$ cat config.mk
export PLATFORM = sky130hd
export DESIGN_NAME = dino_jump_ctrl_flat
export DESIGN_NICKNAME = d
export VERILOG_FILES = /design/src/rtl/dino_pkg.sv /design/src/rtl/dino_jump_ctrl_if.sv /design/src/rtl/dino_sync2.sv /design/src/rtl/dino_jump_ctrl.sv /design/src/flat_wrapper.sv
export SDC_FILE = /design/constraint.sdc
export NUM_CORES = 1
export LEC_CHECK = 0
export CORE_UTILIZATION = 55
export CTS_CLUSTER_DIAMETER = 50
export DETAILED_ROUTE_END_ITERATION = 8
export HOLD_SLACK_MARGIN = 0.08
export MAX_ROUTING_LAYER = met4
export PLACE_DENSITY = 0.82
export SKIP_LAST_GASP = 1
export SYNTH_ARGS = -nofsm -noshare
export SYNTH_HDL_FRONTEND = slang
export SYNTH_HIERARCHICAL = 1
export SYNTH_SLANG_ARGS = --single-unit
$ cat constraint.sdc
create_clock -name clk -period 2.5 [get_ports clk]
set_input_delay 0.25 -clock clk [delete_from_list [all_inputs] [get_ports clk]]
set_output_delay 0.25 -clock clk [all_outputs]
set_load 0.005 [all_outputs]
$ cat src/rtl/dino_pkg.sv
// Shared definitions for the dino motion controller, renderer and collision logic.
// Default physics constants live here so every consumer agrees on jump height.
package dino_pkg;
   localparam int YPOS_W       = 6;
   localparam int CNT_W        = 4;
   localparam int DEF_JUMP_VEL = 7;
   localparam int DEF_GRAVITY  = 1;
   localparam int DEF_COOLDOWN = 2;

   typedef enum logic [1:0] {
      ST_GROUND   = 2'd0,
      ST_AIR      = 2'd1,
      ST_COOLDOWN = 2'd2
   } dino_state_e;
endpackage

$ cat src/rtl/dino_jump_ctrl_if.sv
// Control/status bundle between game logic (master) and the dino jump controller (slave).
interface dino_jump_ctrl_if;
   logic                               i_frame_tick;
   logic                               i_jump;
   logic                               i_halt;
   logic                               i_restart;
   logic signed [dino_pkg::YPOS_W-1:0] o_ypos;
   logic                               o_airborne;
   logic                               o_jump_start;
   logic [1:0]                         o_state;

   modport master (
      output i_frame_tick, i_jump, i_halt, i_restart,
      input  o_ypos, o_airborne, o_jump_start, o_state
   );

   modport slave (
      input  i_frame_tick, i_jump, i_halt, i_restart,
      output o_ypos, o_airborne, o_jump_start, o_state
   );
endinterface

$ cat src/rtl/dino_sync2.sv
// Generic 2-flop synchronizer with async reset and a synchronous clear.
module dino_sync2 #(
   parameter int W = 1
) (
   input  logic         clk,
   input  logic         rst,
   input  logic         clr,
   input  logic [W-1:0] d,
   output logic [W-1:0] q
);
   logic [W-1:0] meta;

   always_ff @(posedge clk or posedge rst) begin
      if (rst) begin
         meta <= '0;
         q    <= '0;
      end else if (clr) begin
         meta <= '0;
         q    <= '0;
      end else begin
         meta <= d;
         q    <= meta;
      end
   end
endmodule

$ cat src/rtl/dino_jump_ctrl.sv
// Per-frame vertical motion controller for the dino sprite: takeoff, integer gravity, landing cooldown.
//
//   state       | meaning
//   ------------+-----------------------------------------------------------
//   ST_GROUND   | on the ground, takeoff allowed when button held and armed
//   ST_AIR      | airborne, position integrates velocity each frame
//   ST_COOLDOWN | landed, counter runs down before the next takeoff
module dino_jump_ctrl
   import dino_pkg::*;
#(
   parameter int JUMP_VEL = DEF_JUMP_VEL,
   parameter int GRAVITY  = DEF_GRAVITY,
   parameter int COOLDOWN = DEF_COOLDOWN
) (
   input logic             clk,
   input logic             rst,
   dino_jump_ctrl_if.slave bus
);
   localparam logic signed [YPOS_W-1:0] VEL_TAKEOFF = YPOS_W'(-JUMP_VEL);
   localparam logic signed [YPOS_W-1:0] VEL_GRAV    = YPOS_W'(GRAVITY);
   localparam logic [CNT_W-1:0]         CNT_LOAD    = CNT_W'(COOLDOWN);
   localparam logic [CNT_W-1:0]         CNT_ONE     = CNT_W'(1);

   dino_state_e               state, state_nxt;
   logic signed [YPOS_W-1:0]  ypos, ypos_nxt;
   logic signed [YPOS_W-1:0]  vel, vel_nxt;
   logic [CNT_W-1:0]          cnt, cnt_nxt;
   logic                      armed, armed_nxt;
   logic                      jump_s;
   logic                      jump_start;
   logic                      tick_ok;
   logic                      vel_pos;
   logic signed [YPOS_W:0]    sum;

   dino_sync2 #(.W(1)) u_sync_jump (
      .clk (clk),
      .rst (rst),
      .clr (bus.i_restart),
      .d   (bus.i_jump),
      .q   (jump_s)
   );

   assign tick_ok = bus.i_frame_tick & ~bus.i_halt & ~bus.i_restart;
   // Sum one bit wider than ypos so a landing crossing zero is detected by its sign.
   assign sum     = {ypos[YPOS_W-1], ypos} + {vel[YPOS_W-1], vel};
   assign vel_pos = ~vel[YPOS_W-1] & (vel != '0);

   always_comb begin
      state_nxt  = state;
      ypos_nxt   = ypos;
      vel_nxt    = vel;
      cnt_nxt    = cnt;
      armed_nxt  = armed | ~jump_s;
      jump_start = 1'b0;
      if (bus.i_restart) begin
         state_nxt = ST_GROUND;
         ypos_nxt  = '0;
         vel_nxt   = '0;
         cnt_nxt   = '0;
         armed_nxt = 1'b1;
      end else if (tick_ok) begin
         case (state)
            ST_GROUND: begin
               if (jump_s && armed) begin
                  state_nxt  = ST_AIR;
                  vel_nxt    = VEL_TAKEOFF;
                  armed_nxt  = 1'b0;
                  jump_start = 1'b1;
               end
            end
            ST_AIR: begin
               if (vel_pos && !sum[YPOS_W]) begin
                  ypos_nxt = '0;
                  vel_nxt  = '0;
                  if (COOLDOWN == 0) begin
                     state_nxt = ST_GROUND;
                  end else begin
                     state_nxt = ST_COOLDOWN;
                     cnt_nxt   = CNT_LOAD;
                  end
               end else begin
                  ypos_nxt = sum[YPOS_W-1:0];
                  vel_nxt  = vel + VEL_GRAV;
               end
            end
            ST_COOLDOWN: begin
               if (cnt <= CNT_ONE) begin
                  cnt_nxt   = '0;
                  state_nxt = ST_GROUND;
               end else begin
                  cnt_nxt = cnt - CNT_ONE;
               end
            end
            default: state_nxt = ST_GROUND;
         endcase
      end
   end

   always_ff @(posedge clk or posedge rst) begin
      if (rst) begin
         state <= ST_GROUND;
         ypos  <= '0;
         vel   <= '0;
         cnt   <= '0;
         armed <= 1'b1;
      end else begin
         state <= state_nxt;
         ypos  <= ypos_nxt;
         vel   <= vel_nxt;
         cnt   <= cnt_nxt;
         armed <= armed_nxt;
      end
   end

   assign bus.o_ypos       = ypos;
   assign bus.o_airborne   = (state == ST_AIR);
   assign bus.o_jump_start = jump_start;
   assign bus.o_state      = state;
endmodule

$ cat src/flat_wrapper.sv
// flat-port wrapper written by rule: the top's interface ports become plain ports
module dino_jump_ctrl_flat import dino_pkg::*;
#(
   parameter int JUMP_VEL = DEF_JUMP_VEL,
   parameter int GRAVITY  = DEF_GRAVITY,
   parameter int COOLDOWN = DEF_COOLDOWN
)
  (clk, rst, bus_i_frame_tick, bus_i_jump, bus_i_halt, bus_i_restart, bus_o_ypos, bus_o_airborne, bus_o_jump_start, bus_o_state);
  dino_jump_ctrl_if bus_i ();
  input logic clk;
  input logic rst;
  input wire logic [$bits(bus_i.i_frame_tick)-1:0] bus_i_frame_tick;
  input wire logic [$bits(bus_i.i_jump)-1:0] bus_i_jump;
  input wire logic [$bits(bus_i.i_halt)-1:0] bus_i_halt;
  input wire logic [$bits(bus_i.i_restart)-1:0] bus_i_restart;
  output wire logic [$bits(bus_i.o_ypos)-1:0] bus_o_ypos;
  output wire logic [$bits(bus_i.o_airborne)-1:0] bus_o_airborne;
  output wire logic [$bits(bus_i.o_jump_start)-1:0] bus_o_jump_start;
  output wire logic [$bits(bus_i.o_state)-1:0] bus_o_state;
  assign bus_i.i_frame_tick = bus_i_frame_tick;
  assign bus_i.i_jump = bus_i_jump;
  assign bus_i.i_halt = bus_i_halt;
  assign bus_i.i_restart = bus_i_restart;
  assign bus_o_ypos = bus_i.o_ypos;
  assign bus_o_airborne = bus_i.o_airborne;
  assign bus_o_jump_start = bus_i.o_jump_start;
  assign bus_o_state = bus_i.o_state;
  dino_jump_ctrl #(.JUMP_VEL(JUMP_VEL), .GRAVITY(GRAVITY), .COOLDOWN(COOLDOWN)) u_core (.clk(clk), .rst(rst), .bus(bus_i));
endmodule
# [Word-level counts from Yosys, hierarchy flattened]
# Index checks and enable logic that the tools add are counted.
[op_classes] add_sub_neg=3 order_cmp=1 n_eq_ne=5 mux=30 bitwise_logic=8 reduce_logical=13
[ops] cell="2-to-1 mux 6 bit" n=8
[ops] cell="2-to-1 mux 4 bit" n=4
[ops] cell="case mux 6 bit (2 select lines)" n=1
[ops] cell="2-to-1 mux 1 bit" n=10
[ops] cell="2-to-1 mux 2 bit" n=5
[ops] cell="!= test 3 x 2 -> 1 bit (second input constant)" n=3
[ops] cell="case mux 4 bit (2 select lines)" n=1
[ops] cell="adder 6 x 6 -> 7 bit" n=1
[ops] cell="adder 6 x 2 -> 6 bit (second input constant)" n=1
[ops] cell="case mux 2 bit (3 select lines)" n=1
[ops] cell="AND reduction 3 bit" n=2
[ops] cell="nonzero test 3 bit" n=2
[ops] cell="nonzero test 6 bit" n=1
[ops] cell="less-or-equal comparator 4 x 1 -> 1 bit (second input constant)" n=1
[ops] cell="NOT 1 bit" n=4
[ops] cell="AND reduction 4 bit" n=1
[ops] cell="nonzero test 2 bit" n=2
[ops] cell="subtractor 4 x 1 -> 4 bit (second input constant)" n=1
[ops] cell="bitwise AND 1 bit" n=3
[ops] cell="equality test 2 x 1 -> 1 bit (second input constant)" n=1
[ops] cell="equality test 2 bit (second input constant)" n=1
[ops] cell="logical AND 1 bit" n=2
[ops] cell="zero test 2 bit" n=1
[ops] cell="AND reduction 2 bit" n=1
[ops] cell="other kinds (2)" n=2
[totals] ff_bits=21 inputBits=6 out_inout_bits=10 elab_cells=67

# [Logic depth before layout (Yosys ltp)]
# Gate-level depths: netlist of run 1.
[logic_depth] depth_word=7 mapped_depth=9 depth_no_buf=8

# [Cells and area by module]
# Netlist of run 1, hierarchy kept.
[by_module_without_submodules] module="dino_jump_ctrl" instances=1 cells_each=149 area_each_um2=1307.5 seq_area_each_um2=476.7
[by_module_without_submodules] module="dino_sync2" instances=1 cells_each=5 area_each_um2=66.3 seq_area_each_um2=50.0

# [Least setup slack after synthesis of run 1]
# Ideal clock, no wire load.
[synth_path] kind="reg2reg" from="register u_core.ypos[0], in the netlist u_core/bus.o_ypos[0]" to="register u_core.cnt[1]" setup_ns=0.125 arrival_ns=1.877 required_ns=2.375 setup_slack_ns=0.498 stages_incl_launch_ff=9 n_path_buf=0 period_less_slack_ns=2.002 path_cell_list="dfrtp_1 ha_1 inv_1 fa_1 nand2b_1 a21oi_1 o21a_1 o21ai_1 mux2_2"
[synth_between] elab_chain_len=5
[synth_rtl] element="from (decl)" line_no="dino_jump_ctrl.sv:25" text="logic signed [YPOS_W-1:0] ypos, ypos_nxt;"
[synth_rtl] element="from (signal assigned)" line_no="dino_jump_ctrl.sv:108" text="ypos <= ypos_nxt;"
[synth_rtl] element="adder 6 x 6 -> 7 bit" line_no="dino_jump_ctrl.sv:45" text="assign sum = {ypos[YPOS_W-1], ypos} + {vel[YPOS_W-1], vel};"
[synth_rtl] element="zero test 1 bit" line_no="dino_jump_ctrl.sv:72" text="if (vel_pos && !sum[YPOS_W]) begin"
[synth_rtl] element="logical AND 1 bit" line_no="dino_jump_ctrl.sv:72"
[synth_rtl] element="!= test 3 x 2 -> 1 bit (no source line)"
[synth_rtl] element="AND reduction 3 bit (no source line)"
[synth_rtl] element="to (signal assigned)" line_no="dino_jump_ctrl.sv:110" text="cnt <= cnt_nxt;"
[synth_rtl] element="to (decl)" line_no="dino_jump_ctrl.sv:27" text="logic [CNT_W-1:0] cnt, cnt_nxt;"
# Every way passes these cells.
# A chain may end at the register's enable or synchronous reset.

# [Final worst setup path of run 1]
[layout_path] from="register u_core.armed" to="output port bus_o_jump_start"
[layout_between] elab_chain_len=5
[layout_rtl] element="from (decl)" line_no="dino_jump_ctrl.sv:28" text="logic armed, armed_nxt;"
[layout_rtl] element="from (signal assigned)" line_no="dino_jump_ctrl.sv:111" text="armed <= armed_nxt;"
[layout_rtl] element="logical AND 1 bit" line_no="dino_jump_ctrl.sv:64" text="if (jump_s && armed) begin"
[layout_rtl] element="2-to-1 mux 1 bit" line_no="dino_jump_ctrl.sv:64"
[layout_rtl] element="2-to-1 mux 1 bit" line_no="dino_jump_ctrl.sv:62" text="case (state)"
[layout_rtl] element="2-to-1 mux 1 bit" line_no="dino_jump_ctrl.sv:61" text="end else if (tick_ok) begin"
[layout_rtl] element="2-to-1 mux 1 bit" line_no="dino_jump_ctrl.sv:55" text="if (bus.i_restart) begin"
[layout_rtl] element="to (decl)" line_no="flat_wrapper.sv:18" text="output wire logic [$bits(bus_i.o_jump_start)-1:0] bus_o_jump_start;"
# Every way passes these cells.

==> impl_metrics.env, run 1 <==
export IMPL_status="complete, no violations"
export IMPL_first_iter_violations=32
export IMPL_path_cells="a21oi_2 > or3_1 > nor3_1 > clkdlybuf4s50_1"
export IMPL_clk_latency_ns=0.31
export IMPL_dp_slack_ns=0.237
export IMPL_critPathCaptureType="output pin"
export IMPL_leakage_nw=0.694
export IMPL_grt_ovfl_total=0
export IMPL_area_growth_pct=17.0
export IMPL_finalCritPeriodShare_pct=92.1
export IMPL_max_stage_delay_ns=0.56
export IMPL_tritoncts="done"
export IMPL_clock_sinks=21
export IMPL_grt_use_total_pct=28.1
export IMPL_path_clk_slew_ns=0.12
export IMPL_port_buffers=15
export IMPL_tightest_slew_ns=0.735
export IMPL_cts_resized=0
export IMPL_yosysWarnings=6
export IMPL_layout_min_cycle_time_ns=2.30
export IMPL_p_total_uw=702
export IMPL_dpl_cell_area_um2=1580
export IMPL_synth_cells=154
export IMPL_nets=192
export IMPL_ys_ff_latch=21
export IMPL_cp_data_arrival_time_ns=2.05
export IMPL_cts_root_buf="clkbuf_4"
export IMPL_synthFlopType="dfrtp_1"
export IMPL_cp_start_kind="flop"
export IMPL_place_hpwl_mm=2.32
export IMPL_syn_area_per_cell_um2=8.92
export IMPL_crit_type="flop to output pin"
export IMPL_rsz0062_at_grt="no"
export IMPL_stdcell_count=202
export IMPL_hold_path_class="primary input to asynchronous set/reset pin"
export IMPL_yosys_area_top_type="dfrtp_1"
export IMPL_fill_cells=189
export IMPL_slew_viol_final=0
export IMPL_drc=0
export IMPL_crit_slowest_cell="dfstp_2"
export IMPL_rows=17
export IMPL_fin_setup_tns_ns=0
export IMPL_wl_per_cell_um=15.0
export IMPL_wl_mm=3.04
export IMPL_synth_cell_types=46
export IMPL_cp_data_required_time_ns=2.25
export IMPL_fin_util_pct=70.6
export IMPL_synth_top_area_share_pct=36.4
export IMPL_grt_pass1_wl_mm=5.42
export IMPL_ir_drop_uv=449
export IMPL_power_density_nw_per_um2=436
export IMPL_max_freq_mhz=434
export IMPL_grt_pass1_vias=1268
export IMPL_grt_max_degree=20
export IMPL_finalInstanceArea_um2=1610
export IMPL_dr_pass1_iters=4
export IMPL_io_pins=16
export IMPL_setup_slack_ns=0.197
export IMPL_initial_core_util_pct=60.4
export IMPL_num_antenna_cells=0
export IMPL_die_x_um=52.0
export IMPL_holdBufCountCts=0
export IMPL_skew_ns=0.00296
export IMPL_reg2reg_slack_ns=0.23
export IMPL_setup_viol=0
export IMPL_ant_nets=0
export IMPL_via_per_inst=6.08
export IMPL_synth_area_um2=1370
export IMPL_synth_nets=171
export IMPL_vias=1228
export IMPL_synth_edff_count=0
export IMPL_drive_gt1_share_pct=8.05
export IMPL_clock_path_buffers=2
export IMPL_worstPathMaxFanout=2
export IMPL_finalHoldViolCount=0
export IMPL_yosys_top_cells_area="dfrtp_1 36%, ha_1 9.1%, o21ai_0 4.0%"
export IMPL_gp_congestion=0.880
export IMPL_hold_ws_ns=0.0991
export IMPL_cts_htree_levels=1
export IMPL_ff2ff_path_depth=9
export IMPL_drv_cap=0
export IMPL_maxSlewHeadroom_pct=50.9
export IMPL_core_area_um2=2280
export IMPL_dieArea_um2=2700
export IMPL_cts_setup_buffers=0
export IMPL_die_y_um=52.0
export IMPL_cts_inserted_buffers=3
export IMPL_dpl_cell_count=198
export IMPL_async_reset_ff_share_pct=100
export IMPL_antenna_found_initial=0
export IMPL_yosysSeqAreaShare_pct=38.3
## report_power, final
part / total (mW) / internal [mW] / switching (mW)
registers: 0.372 / 0.353 / 0.0191
logic: 0.162 / 0.0727 / 0.0892
clock network: 0.167 / 0.0623 / 0.105
total: 0.702 / 0.488 / 0.213
## worst paths after layout
path                                                end                  from
max in group asynchronous                 u_core/cnt[2]                   rst
worst min-delay path            u_core/u_sync_jump/meta                   rst
worst max register to register            u_core/cnt[0]         u_core/vel[0]
worst max-delay path                   bus_o_jump_start          u_core/armed
worst min register to register             u_core/armed  u_core/u_sync_jump/q
min in group clk                           u_core/armed  u_core/u_sync_jump/q
## registers in the layout, summed over array words and instances (netlist names)
register,flops
u_core/u_sync_jump/q,1
u_core/u_sync_jump/meta,1
u_core/vel,6
u_core/cnt,4
u_core/bus.o_state,2
u_core/armed,1
u_core/bus.o_ypos,6
## kinds of logic (layout without fill, tap and decap cells)
group | count (synthesis) | count (layout) | synth area share, %
AOI/OAI and AO/OA | 44 | 44 | 20.6
xor gates and xnor gates | 2 | 2 | 1.28
adders and majority gates | 11 | 11 | 10.6
buffers and inverters | 16 | 36 | 4.64
DFF | 21 | 21 | 38.3
muxes | 3 | 3 | 2.28
and+or+nand+nor | 57 | 57 | 22.3
## cell type report
type,instances,area (um2),area share (%)
Clock buffer,4,26.3,1.63
Inverter,11,41.3,2.57
Multi-Input combinational cell,117,783,48.7
Sequential cell,21,527,32.8
Tap cell,28,35.0,2.18
Timing Repair Buffer,21,195,12.1
## synthesized netlist by cell type (4+ instances only)
master	number
inv_1	11
a31oi_1	4
ha_1	10
nand2_1	14
o21ai_0	11
nor2b_1	5
dfrtp_1	20
nor2_1	10
a21oi_1	9
nor3_1	5
nand3_1	6
## per-layer routing
layer	vias to the layer above	routed length [um]	GRT usage (%)
li1	601	-	-
met1	581	1370	34.9
met2	40	1450	44.4
met3	6	174	6.73
met4	0	45	9.91
met5	-	0	-
## worst max-delay path, delay by kind of cell, from the launching register on
family | cells | cell delay, ns
compound gates | 1 | 0.06
buf+inv | 1 | 0.55
flops | 1 | 0.56
simple gates | 2 | 0.58
## layout by cell type (no fill, tap or decap), types with 6 or more instances in the layout
master,Yosys,routed
a21oi_1,9,9
buf_4,0,6
clkdlybuf4s50_1,0,15
dfrtp_1,20,20
ha_1,10,10
inv_1,11,11
nand2_1,14,14
nand3_1,6,6
nor2_1,10,10
o21ai_0,11,11
Note: power is estimated with default switching activity, not from simulation.
==> run 2, diff against run 1 <==
--- a/config.mk
+++ b/config.mk
@@ -7,7 +7,9 @@
 export LEC_CHECK = 0
 export CORE_UTILIZATION = 55
 export CTS_CLUSTER_DIAMETER = 50
+export CTS_CLUSTER_SIZE = 14
 export DETAILED_ROUTE_END_ITERATION = 8
+export GPL_TIMING_DRIVEN = 0
 export HOLD_SLACK_MARGIN = 0.08
 export MAX_ROUTING_LAYER = met4
 export PLACE_DENSITY = 0.82
==> run 2 against run 1 <==
  * Critical path type unchanged
  * Sequential power about the same
  * Core utilization shrank 0.49 points
  * Global-route usage shrank 0.52 points
  * Largest cell class unchanged
  * Clock skew is 0.0085 ns higher
  * Final cell count down 0.50%
  * Total power is 1.3% lower
  * Via count is 0.65% higher
  * Critical path depth increased by 1
  * First-iteration DRC count rose by 47%
  * Register-to-register slack about the same
  * Setup slack got worse by 0.061 ns
==> impl_metrics.env, run 2 (same netlist as run 1, synthesis figures left out) <==
export IMPL_status="complete, no violations"
export IMPL_gp_congestion=0.862
export IMPL_nets=191
export IMPL_tritoncts="done"
export IMPL_dieArea_um2=2700
export IMPL_stdcell_count=201
export IMPL_fill_cells=169
export IMPL_grt_use_total_pct=27.6
export IMPL_grt_max_degree=20
export IMPL_clock_path_buffers=2
export IMPL_wl_per_cell_um=15.5
export IMPL_crit_slowest_cell="clkdlybuf4s50_1"
export IMPL_setup_viol=0
export IMPL_power_switching_uw=217
export IMPL_dr_pass1_iters=5
export IMPL_power_frac_seq_pct=53.8
export IMPL_cp_data_required_time_ns=2.25
export IMPL_cts_root_buf="clkbuf_4"
export IMPL_power_density_nw_per_um2=434
export IMPL_rows=17
export IMPL_leakage_nw=0.682
export IMPL_vias=1236
export IMPL_finalInstanceArea_um2=1600
export IMPL_core_area_um2=2280
export IMPL_crit_type="flop to output pin"
export IMPL_first_iter_violations=47
export IMPL_hold_path_class="primary input to asynchronous set/reset pin"
export IMPL_slew_viol_final=0
export IMPL_final_cell_mix="20 x dfrtp_1, 15 x clkdlybuf4s50_1, 14 x nand2_1"
export IMPL_fin_util_pct=70.1
export IMPL_cp_data_arrival_time_ns=2.11
export IMPL_antenna_found_initial=0
export IMPL_via_per_inst=6.15
export IMPL_path_common_cell="buf_2"
export IMPL_drc=0
export IMPL_grt_pass1_vias=1166
export IMPL_dpl_cell_count=197
export IMPL_cts_inserted_buffers=3
export IMPL_p_total_uw=693
export IMPL_finalHoldViolCount=0
export IMPL_initial_core_util_pct=60.4
export IMPL_finalCritPeriodShare_pct=94.6
export IMPL_area_growth_pct=16.2
export IMPL_clock_sinks=21
export IMPL_wl_mm=3.11
export IMPL_max_freq_mhz=423
export IMPL_layout_min_cycle_time_ns=2.36
export IMPL_grt_pass1_wl_mm=5.26
export IMPL_pwr_share_clk_pct=24.6
export IMPL_maxSlewHeadroom_pct=48.7
export IMPL_dpl_cell_area_um2=1560
export IMPL_layout_commonest_cell="dfrtp_1"
export IMPL_ir_drop_uv=389
export IMPL_path_clk_slew_ns=0.13
export IMPL_port_buffers=15
export IMPL_cp_start_kind="flop"
export IMPL_tightest_slew_ns=0.769
export IMPL_hold_ws_ns=0.108
export IMPL_dp_slack_ns=0.115
export IMPL_skew_ns=0.0114
export IMPL_die_x_um=52.0
export IMPL_crit_start="u_core/bus.o_state[1]"
export IMPL_ant_nets=0
export IMPL_pwr_share_comb_pct=21.6
export IMPL_num_antenna_cells=0
export IMPL_rsz0062_at_grt="no"
export IMPL_worstPathMaxFanout=8
export IMPL_clk_latency_ns=0.31
export IMPL_drv_cap=0
export IMPL_die_y_um=52.0
export IMPL_drive_gt1_share_pct=6.94
export IMPL_grt_ovfl_total=0
export IMPL_holdBufCountCts=0
export IMPL_io_pins=16
export IMPL_p_int_uw=475
export IMPL_critPathCaptureType="output pin"
export IMPL_r2r_start="u_core/vel[0]"
export IMPL_path_cells="buf_2 > or3_1 > buf_2 > nor3_4 > clkdlybuf4s50_1"
export IMPL_max_stage_delay_ns=0.52
export IMPL_fin_setup_tns_ns=0
export IMPL_cts_htree_levels=1
export IMPL_setup_slack_ns=0.136
export IMPL_place_hpwl_mm=2.31
export IMPL_swShare_pct=31.3
run 2: changes by cell type in the layout (fill, tap and decap cells not counted):
cell / change
nor3_4: +1
clkbuf_1: +2
buf_4: -6
nor3_1: -1
buf_2: +3
run 2: critical path, delay by kind of cell, from the launching register on:
family | cells | cell delay (ns)
flip-flops | 1 | 0.40
AND/OR/NAND/NOR | 2 | 0.54
buffers and inverters | 3 | 0.87
run 2: path summary, 6_finish.rpt:
check	slack [ns]	cells past startpoint	endpoint
max	0.14	5	bus_o_jump_start
min	0.11	2	u_core/u_sync_jump/meta
max reg2reg	0.24	8	u_core/cnt[1]
min reg2reg	0.46	1	u_core/armed
max in group asynchronous	1.60	2	u_core/bus.o_ypos[0]
min in group clk	0.46	1	u_core/armed
run 2: power by group through the flow:
stage                     clock network (mW)  registers [mW]  logic (mW)
final                                  0.170           0.373       0.149
after global routing                   0.193           0.375       0.166
after CTS                              0.176           0.372       0.146
after detailed placement                   0           0.378       0.146
after global placement                     0           0.377       0.142
after floorplan                            0           0.373       0.105
run 2: layer usage:
metal	GRT usage, %	vias up	wire length (um)
met5	-	-	0
met4	9.01	0	9
met3	5.56	2	200
met2	39.5	50	1500
met1	38.8	583	1400
li1	-	601	-
run 2: repair_timing:
| item | in CTS | in global routing |
|---|---|---|
| buffers inserted | 0 | 0 |
| gates resized for setup | 0 | 2 |
| endpoints found under the setup margin | 0 | 1 |
run 2: final cells by class:
class | count | area, um2 | area share, %
inverters | 11 | 41.3 | 2.59
plain buffers | 5 | 22.5 | 1.41
clock buffers | 4 | 26.3 | 1.65
flip-flops and latches | 21 | 527 | 33.0
well taps | 28 | 35.0 | 2.19
multi-input cells | 117 | 795 | 49.8
repair buffers | 15 | 150 | 9.40
==> run 3, diff against run 2 <==
--- a/config.mk
+++ b/config.mk
@@ -13,6 +13,7 @@
 export HOLD_SLACK_MARGIN = 0.08
 export MAX_ROUTING_LAYER = met4
 export PLACE_DENSITY = 0.82
+export SKIP_CTS_REPAIR_TIMING = 1
 export SKIP_LAST_GASP = 1
 export SYNTH_ARGS = -nofsm -noshare
 export SYNTH_HDL_FRONTEND = slang
==> results of run 3 <==
Final layout, timing and power as in run 2 (identical DEF).
==> RTL change 1 (flow settings as in run 2) <==
Make the reset (`rst`) synchronous in 2 clocked blocks. Comments in the files are not updated.
--- a/src/rtl/dino_sync2.sv
+++ b/src/rtl/dino_sync2.sv
@@ -10,7 +10,7 @@
 );
    logic [W-1:0] meta;
 
-   always_ff @(posedge clk or posedge rst) begin
+   always_ff @(posedge clk) begin
       if (rst) begin
          meta <= '0;
          q    <= '0;
--- a/src/rtl/dino_jump_ctrl.sv
+++ b/src/rtl/dino_jump_ctrl.sv
@@ -96,7 +96,7 @@
       end
    end
 
-   always_ff @(posedge clk or posedge rst) begin
+   always_ff @(posedge clk) begin
       if (rst) begin
          state <= ST_GROUND;
          ypos  <= '0;
Formal check against the unedited RTL: differs if rst is asserted again (counterexample within 4 cycles, from zero or initial values and one cycle with rst high); with rst held inactive, the same outputs for 10 cycles.
==> RTL change 1 against run 2 <==
Area after synthesis down 10%; global-route usage up 1.5 points; utilization up 0.56 points; via count fell by 2.8%; routed wire length fell by 4.8%; count of clock-buffer cells in the layout stayed put; final area shrank 9.6%; sequential cell count stayed put; setup slack improved by 110 ps; maximum frequency up 4.9%; critical path type is now in -> out; highest routed layer unchanged.
Power is not compared: it rests on default switching activity, and its combinational part moved more than twofold at a synthesized area within 25%.
==> RTL change 1: results (changes against run 2) <==
| Metric | Value |
|---|---|
| Status | finished, final reports clean (unchanged) |
| Post-synth ARST share | 0% (was 100.0%) |
| Iter 0 DRT Violations | 36 (was 47) |
| Worst r2r src | u_core/vel[0]$_SDFFE_PP0P_ (was u_core/vel[0]$_DFFE_PP0P_) |
| Largest cells by area after synthesis | dfxtp_1 34%, ha_1 10%, a21oi_1 7.3% (was dfrtp_1 36%, ha_1 9.1%, o21ai_0 4.0%) |
| Routed length per instance | 14.65 µm (was 15.46 µm) |
| Number of global-route vias before repair | 1231 (was 1166) |
| GPL Wtd Cong | 0.8704 (was 0.8616) |
| Pre-Repair DR Iteration Count | 4 (was 5) |
| Largest net degree at the start of global routing | 12 (was 20) |
| # resized after CTS | 4 (was 0) |
| Share of post-route cells with drive strength above 1 | 6.286% (was 6.936%) |
| WHS | 342.6 ps (was 108.1 ps) |
| # nets final | 193 (was 191) |
| Worst EP arrival | 2000 ps (was 2110 ps) |
| Hold Crit Class | in -> reg (was in -> async) |
| Post-DP HPWL | 2193 µm (was 2306 µm) |
| First-pass GRT wire length | 5230 µm (was 5264 µm) |
| Post-synthesis sequential area ratio | 34.15% (was 38.34%) |
| Vias per inst | 5.950 (was 6.149) |
| Reg2reg path depth | 9 (was 8) |
| Ys flop type | dfxtp_1 (was dfrtp_1) |
| Worst-path fanout max | 7 (was 8) |
| Setup Skew | 1.144 ps (was 11.43 ps) |
| Synth Net Count | 173 (was 171) |
[RTL change 1: cell count changes in the layout (fill, tap and decap cells not counted), moves of 5 or more]
| cell | change |
|---|---|
| a21oi_1 | +9 |
| dfrtp_1 | -20 |
| dfxtp_1 | +21 |
| nand3_1 | +5 |
| nor2_1 | +6 |
| o21ai_0 | -5 |
| o21ai_1 | +5 |
[RTL change 1: kinds of logic (layout without fill, tap and decap cells)]
group                    Yosys count  count (layout)  synth area share [%]
AND/OR/NAND/NOR                   65              65                 27.24
AO/OA/AOI/OAI                     42              42                 19.62
flip-flops                        21              21                 34.15
buffers and inverters             13              32                 4.268
adder cells (fa/ha/maj)           11              11                 11.79
XOR/XNOR                           3               3                 2.135
multiplexers                       1               1                0.8130
[RTL change 1: layer usage]
metal | wire [µm] | global-route usage [%] | share of wire [%] | up-vias
li1 | - | - | - | 592
met5 | 0 | - | 0 | -
met4 | 56 | 13.24 | 1.9 | 0
met1 | 1299 | 33.08 | 44 | 549
met2 | 1434 | 49.54 | 48 | 53
met3 | 169 | 4.673 | 5.7 | 8
[RTL change 1: worst max-delay path by stage]
stage | from | endpoint | slack [ps] | cells past startpoint
CTS | bus_i_frame_tick | bus_o_jump_start | 240 | 6
detailed placement | bus_i_restart | bus_o_jump_start | -160 | 6
finish | bus_i_frame_tick | bus_o_jump_start | 250 | 6
global route | u_core/vel[0]$_SDFFE_PP0P_ | u_core/bus.o_ypos[1]$_SDFFE_PP0P_ | 90 | 9
floorplan | u_core/bus.o_ypos[0]$_SDFFE_PP0P_ | u_core/bus.o_ypos[1]$_SDFFE_PP0P_ | 640 | 9
global placement | bus_i_restart | bus_o_jump_start | -130 | 6
[RTL change 1: power groups by stage]
stage          Sequential (W)  Clock [W]  Combinational, W
2_1_floorplan        0.000343          0         0.0000105
4_1_cts              0.000336   0.000176         0.0000231
3_5_place_dp         0.000344          0         0.0000237
5_1_grt              0.000336   0.000184         0.0000252
6_report             0.000336   0.000174         0.0000233
3_3_place_gp         0.000343          0         0.0000230
[RTL change 1: area by class of cell]
cell class	instances	area, µm²
tap	27	33.78
timing repair buffer	15	147.6
sequential	21	420.4
clock buffer	4	26.28
inverter	7	26.28
buffer	6	28.78
fill	184	598.1
multi-input combinational	122	760.7
[RTL change 1: through the flow]
stage	instances	power, W	worst slack (ps)
detailed placement	198	0.0003672	-163.1
global route	202	0.0005457	90.59
global placement	198	0.0003665	-132.9
finish	202	0.0005330	246.9
CTS	202	0.0005352	241.4
floorplan	156	0.0003539	642.3
[RTL change 1: critical path, stage by stage]
cell	delay [ps]
clkdlybuf4s50_1	460
or3b_4	410
or3_1	360
buf_4	170
nor2_2	110
dlygate4sd2_1	240
==> RTL change 2 (flow settings as in run 2) <==
Without the edit above. Change the package constant `YPOS_W` from 6 to 12.
--- a/src/rtl/dino_pkg.sv
+++ b/src/rtl/dino_pkg.sv
@@ -1,7 +1,7 @@
 // Shared definitions for the dino motion controller, renderer and collision logic.
 // Default physics constants live here so every consumer agrees on jump height.
 package dino_pkg;
-   localparam int YPOS_W       = 6;
+   localparam int YPOS_W       = 12;
    localparam int CNT_W        = 4;
    localparam int DEF_JUMP_VEL = 7;
    localparam int DEF_GRAVITY  = 1;
Interface: changed (resized bus_o_ypos); port bits go from 16 to 22. The function was not compared with the original's and may differ.
==> RTL change 2 against run 2 <==
Area after synthesis increased by 69%; sequential share of layout area shrank 3.1 points; final area increased by 73%; critical path type is now reg -> reg; routed wire length is 70% higher; sequential power is 69% higher; critical path depth rose by 5; utilization shrank 1.5 points; sequential cell count grew 12; total power grew 110%; worst hold slack better by 24 ps; clock skew fell by 9.7 ps; global-route usage fell by 0.32 points; largest power group unchanged; setup slack got worse by 13 ps.
==> RTL change 2: results (changes against run 2) <==
| Metric | Value |
|---|---|
| Status | finished, final reports clean (unchanged) |
| First-pass GRT wire length | 8914 µm (was 5264 µm) |
| Post-DP HPWL | 3805 µm (was 2306 µm) |
| GPL Wtd Cong | 0.8669 (was 0.8616) |
| Worst EP arrival | 2550 ps (was 2110 ps) |
| Slew @ Worst Pin | 504.3 ps (was 768.9 ps) |
| DP Area | 0.002590 mm² (was 0.001559 mm²) |
| Largest net degree at the start of global routing | 32 (was 20) |
| Setup Skew | 1.745 ps (was 11.43 ps) |
| Netlist cell types | 44 (was 46) |
| H-tree levels | 2 (was 1) |
| Post-synthesis xor/xnor area fraction | 3.402% (was 1.275%) |
| Post-synth top cells | 32 x dfrtp_1, 26 x nand2_1, 22 x nor2_1, 22 x o21ai_0, 16 x ha_1 (was 20 x dfrtp_1, 14 x nand2_1, 11 x inv_1, 11 x o21ai_0) |
| Vias | 2130 (was 1236) |
| Post-synthesis instance total | 265 (was 154) |
| Worst-skew pair later-pin latency | 290 ps (was 310 ps) |
| Clk slew on worst S/H paths | 70 ps (was 130 ps) |
| Largest cells by area after synthesis | dfrtp_1 35%, ha_1 8.6%, o21ai_0 4.8% (was dfrtp_1 36%, ha_1 9.1%, o21ai_0 4.0%) |
| Max VDD drop | 0.2336 mV (was 0.3888 mV) |
| Share of post-route cells with drive strength above 1 | 7.973% (was 6.936%) |
| Adder-cell share of the synthesized area | 9.503% (was 10.56%) |
| Lkg Pwr | 1.272 nW (was 0.6818 nW) |
| Synth Net Count | 288 (was 171) |
| Compound-Gate Fraction of Synth Area | 22.84% (was 20.58%) |
| CTS Root Cell | clkbuf_8 (was clkbuf_4) |
| PortBufs | 21 (was 15) |
| Total track usage | 27.23% (was 27.55%) |
| R2r endpoint | u_core/bus.o_ypos[9]$_DFFE_PP0P_ (was u_core/cnt[1]$_DFFE_PP0P_) |
| Placed cell count | 336 (was 197) |
| Grt met2 use | 41.54% (was 39.53%) |
| Worst r2r src | u_core/bus.o_ypos[0]$_DFFE_PP0P_ (was u_core/vel[0]$_DFFE_PP0P_) |
| Pre-Repair DR Iteration Count | 4 (was 5) |
| Number of global-route vias before repair | 2043 (was 1166) |
| # nets final | 323 (was 191) |
| Worst-path fanout max | 10 (was 8) |
| Met1 Usage GRT | 34.74% (was 38.81%) |
| Iter 0 DRT Violations | 143 (was 47) |
| P_int | 0.0009592 W (was 0.0004755 W) |
| M3 GR Usage | 5.822% (was 5.556%) |
==> RTL change 2: cell types whose count changed after synthesis, moves of 8 or more <==
cell,before,now
o21ai_0,11,22
dfrtp_1,20,32
a22o_1,3,11
nor2_1,10,22
nand2_1,14,26
a31oi_1,4,12
==> RTL change 2: metrics by stage <==
step / hold WS [ps] / power, W / utilization [%] / setup TNS [ps] / worst slack, ps
6_report: 131.9 / 0.001441 / 68.66 / 0 / 122.5
2_1_floorplan: -8.815 / 0.0009044 / - / 0 / 108.3
3_5_place_dp: 440.1 / 0.001016 / 64.29 / -2883 / -371.1
3_3_place_gp: 435.9 / 0.0009994 / 64.29 / -2994 / -381.5
4_1_cts: 128.4 / 0.001441 / 67.24 / -50.65 / -50.65
5_1_grt: 150.9 / 0.001527 / 68.66 / 0 / 31.20
==> RTL change 2: critical path: stages, from the launching register on <==
cell	delay [ps]
dfrtp_1	370
ha_1	200
inv_1	60
fa_1	380
nand2b_4	170
a21oi_2	210
a221oi_4	110
a21o_4	240
and3_4	200
buf_6	140
a22o_1	180
==> RTL change 2: layout make-up <==
type	instances	area, µm²
multi-input cells	208	1401
fillers	346	1262
flip-flops and latches	33	827.0
repair buffers	28	282.8
clock buffers	8	90.09
well taps	50	62.56
inverters	14	52.55
plain buffers	10	50.05
==> RTL change 2: worst max path at each step <==
stage | end | slack [ps]
final | u_core/bus.o_ypos[9]$_DFFE_PP0P_ | 120
after global routing | u_core/bus.o_ypos[10]$_DFFE_PP0P_ | 30
after CTS | bus_o_jump_start | -50
after detailed placement | bus_o_jump_start | -370
after global placement | bus_o_jump_start | -380
after floorplan | u_core/bus.o_ypos[0]$_DFFE_PP0P_ | 110
==> RTL change 2: power by group through the flow <==
stage | clock network [W] | logic [W] | registers (W)
CTS | 0.000430 | 0.000383 | 0.000628
detailed placement | 0 | 0.000376 | 0.000640
global placement | 0 | 0.000362 | 0.000638
floorplan | 0 | 0.000288 | 0.000617
global route | 0.000455 | 0.000434 | 0.000638
finish | 0.000418 | 0.000392 | 0.000632
==> RTL change 2: cells by family after synthesis <==
kind of cell               count (synthesis)
AOI/OAI and AO/OA                         77
xor gates and xnor gates                   9
adders and majority gates                 17
buffers and inverters                     24
DFF                                       33
muxes                                      3
and+or+nand+nor                          102
==> RTL change 2: routing by layer <==
layer  vias up  share of wire [%]
met2        55                 47
met5         -                  0
met4         0                1.3
met1      1019                 47
met3         6                5.1
li1       1050                  -
==> RTL change 2: timing repair <==
| action | 4_1_cts | 5_1_grt |
|---|---|---|
| resized for setup | 3 | 1 |
| endpoints found under the hold margin | 0 | 0 |
| setup buffers | 3 | 3 |
| pin swaps | 2 | 3 |
| endpoints found under the setup margin | 19 | 14 |
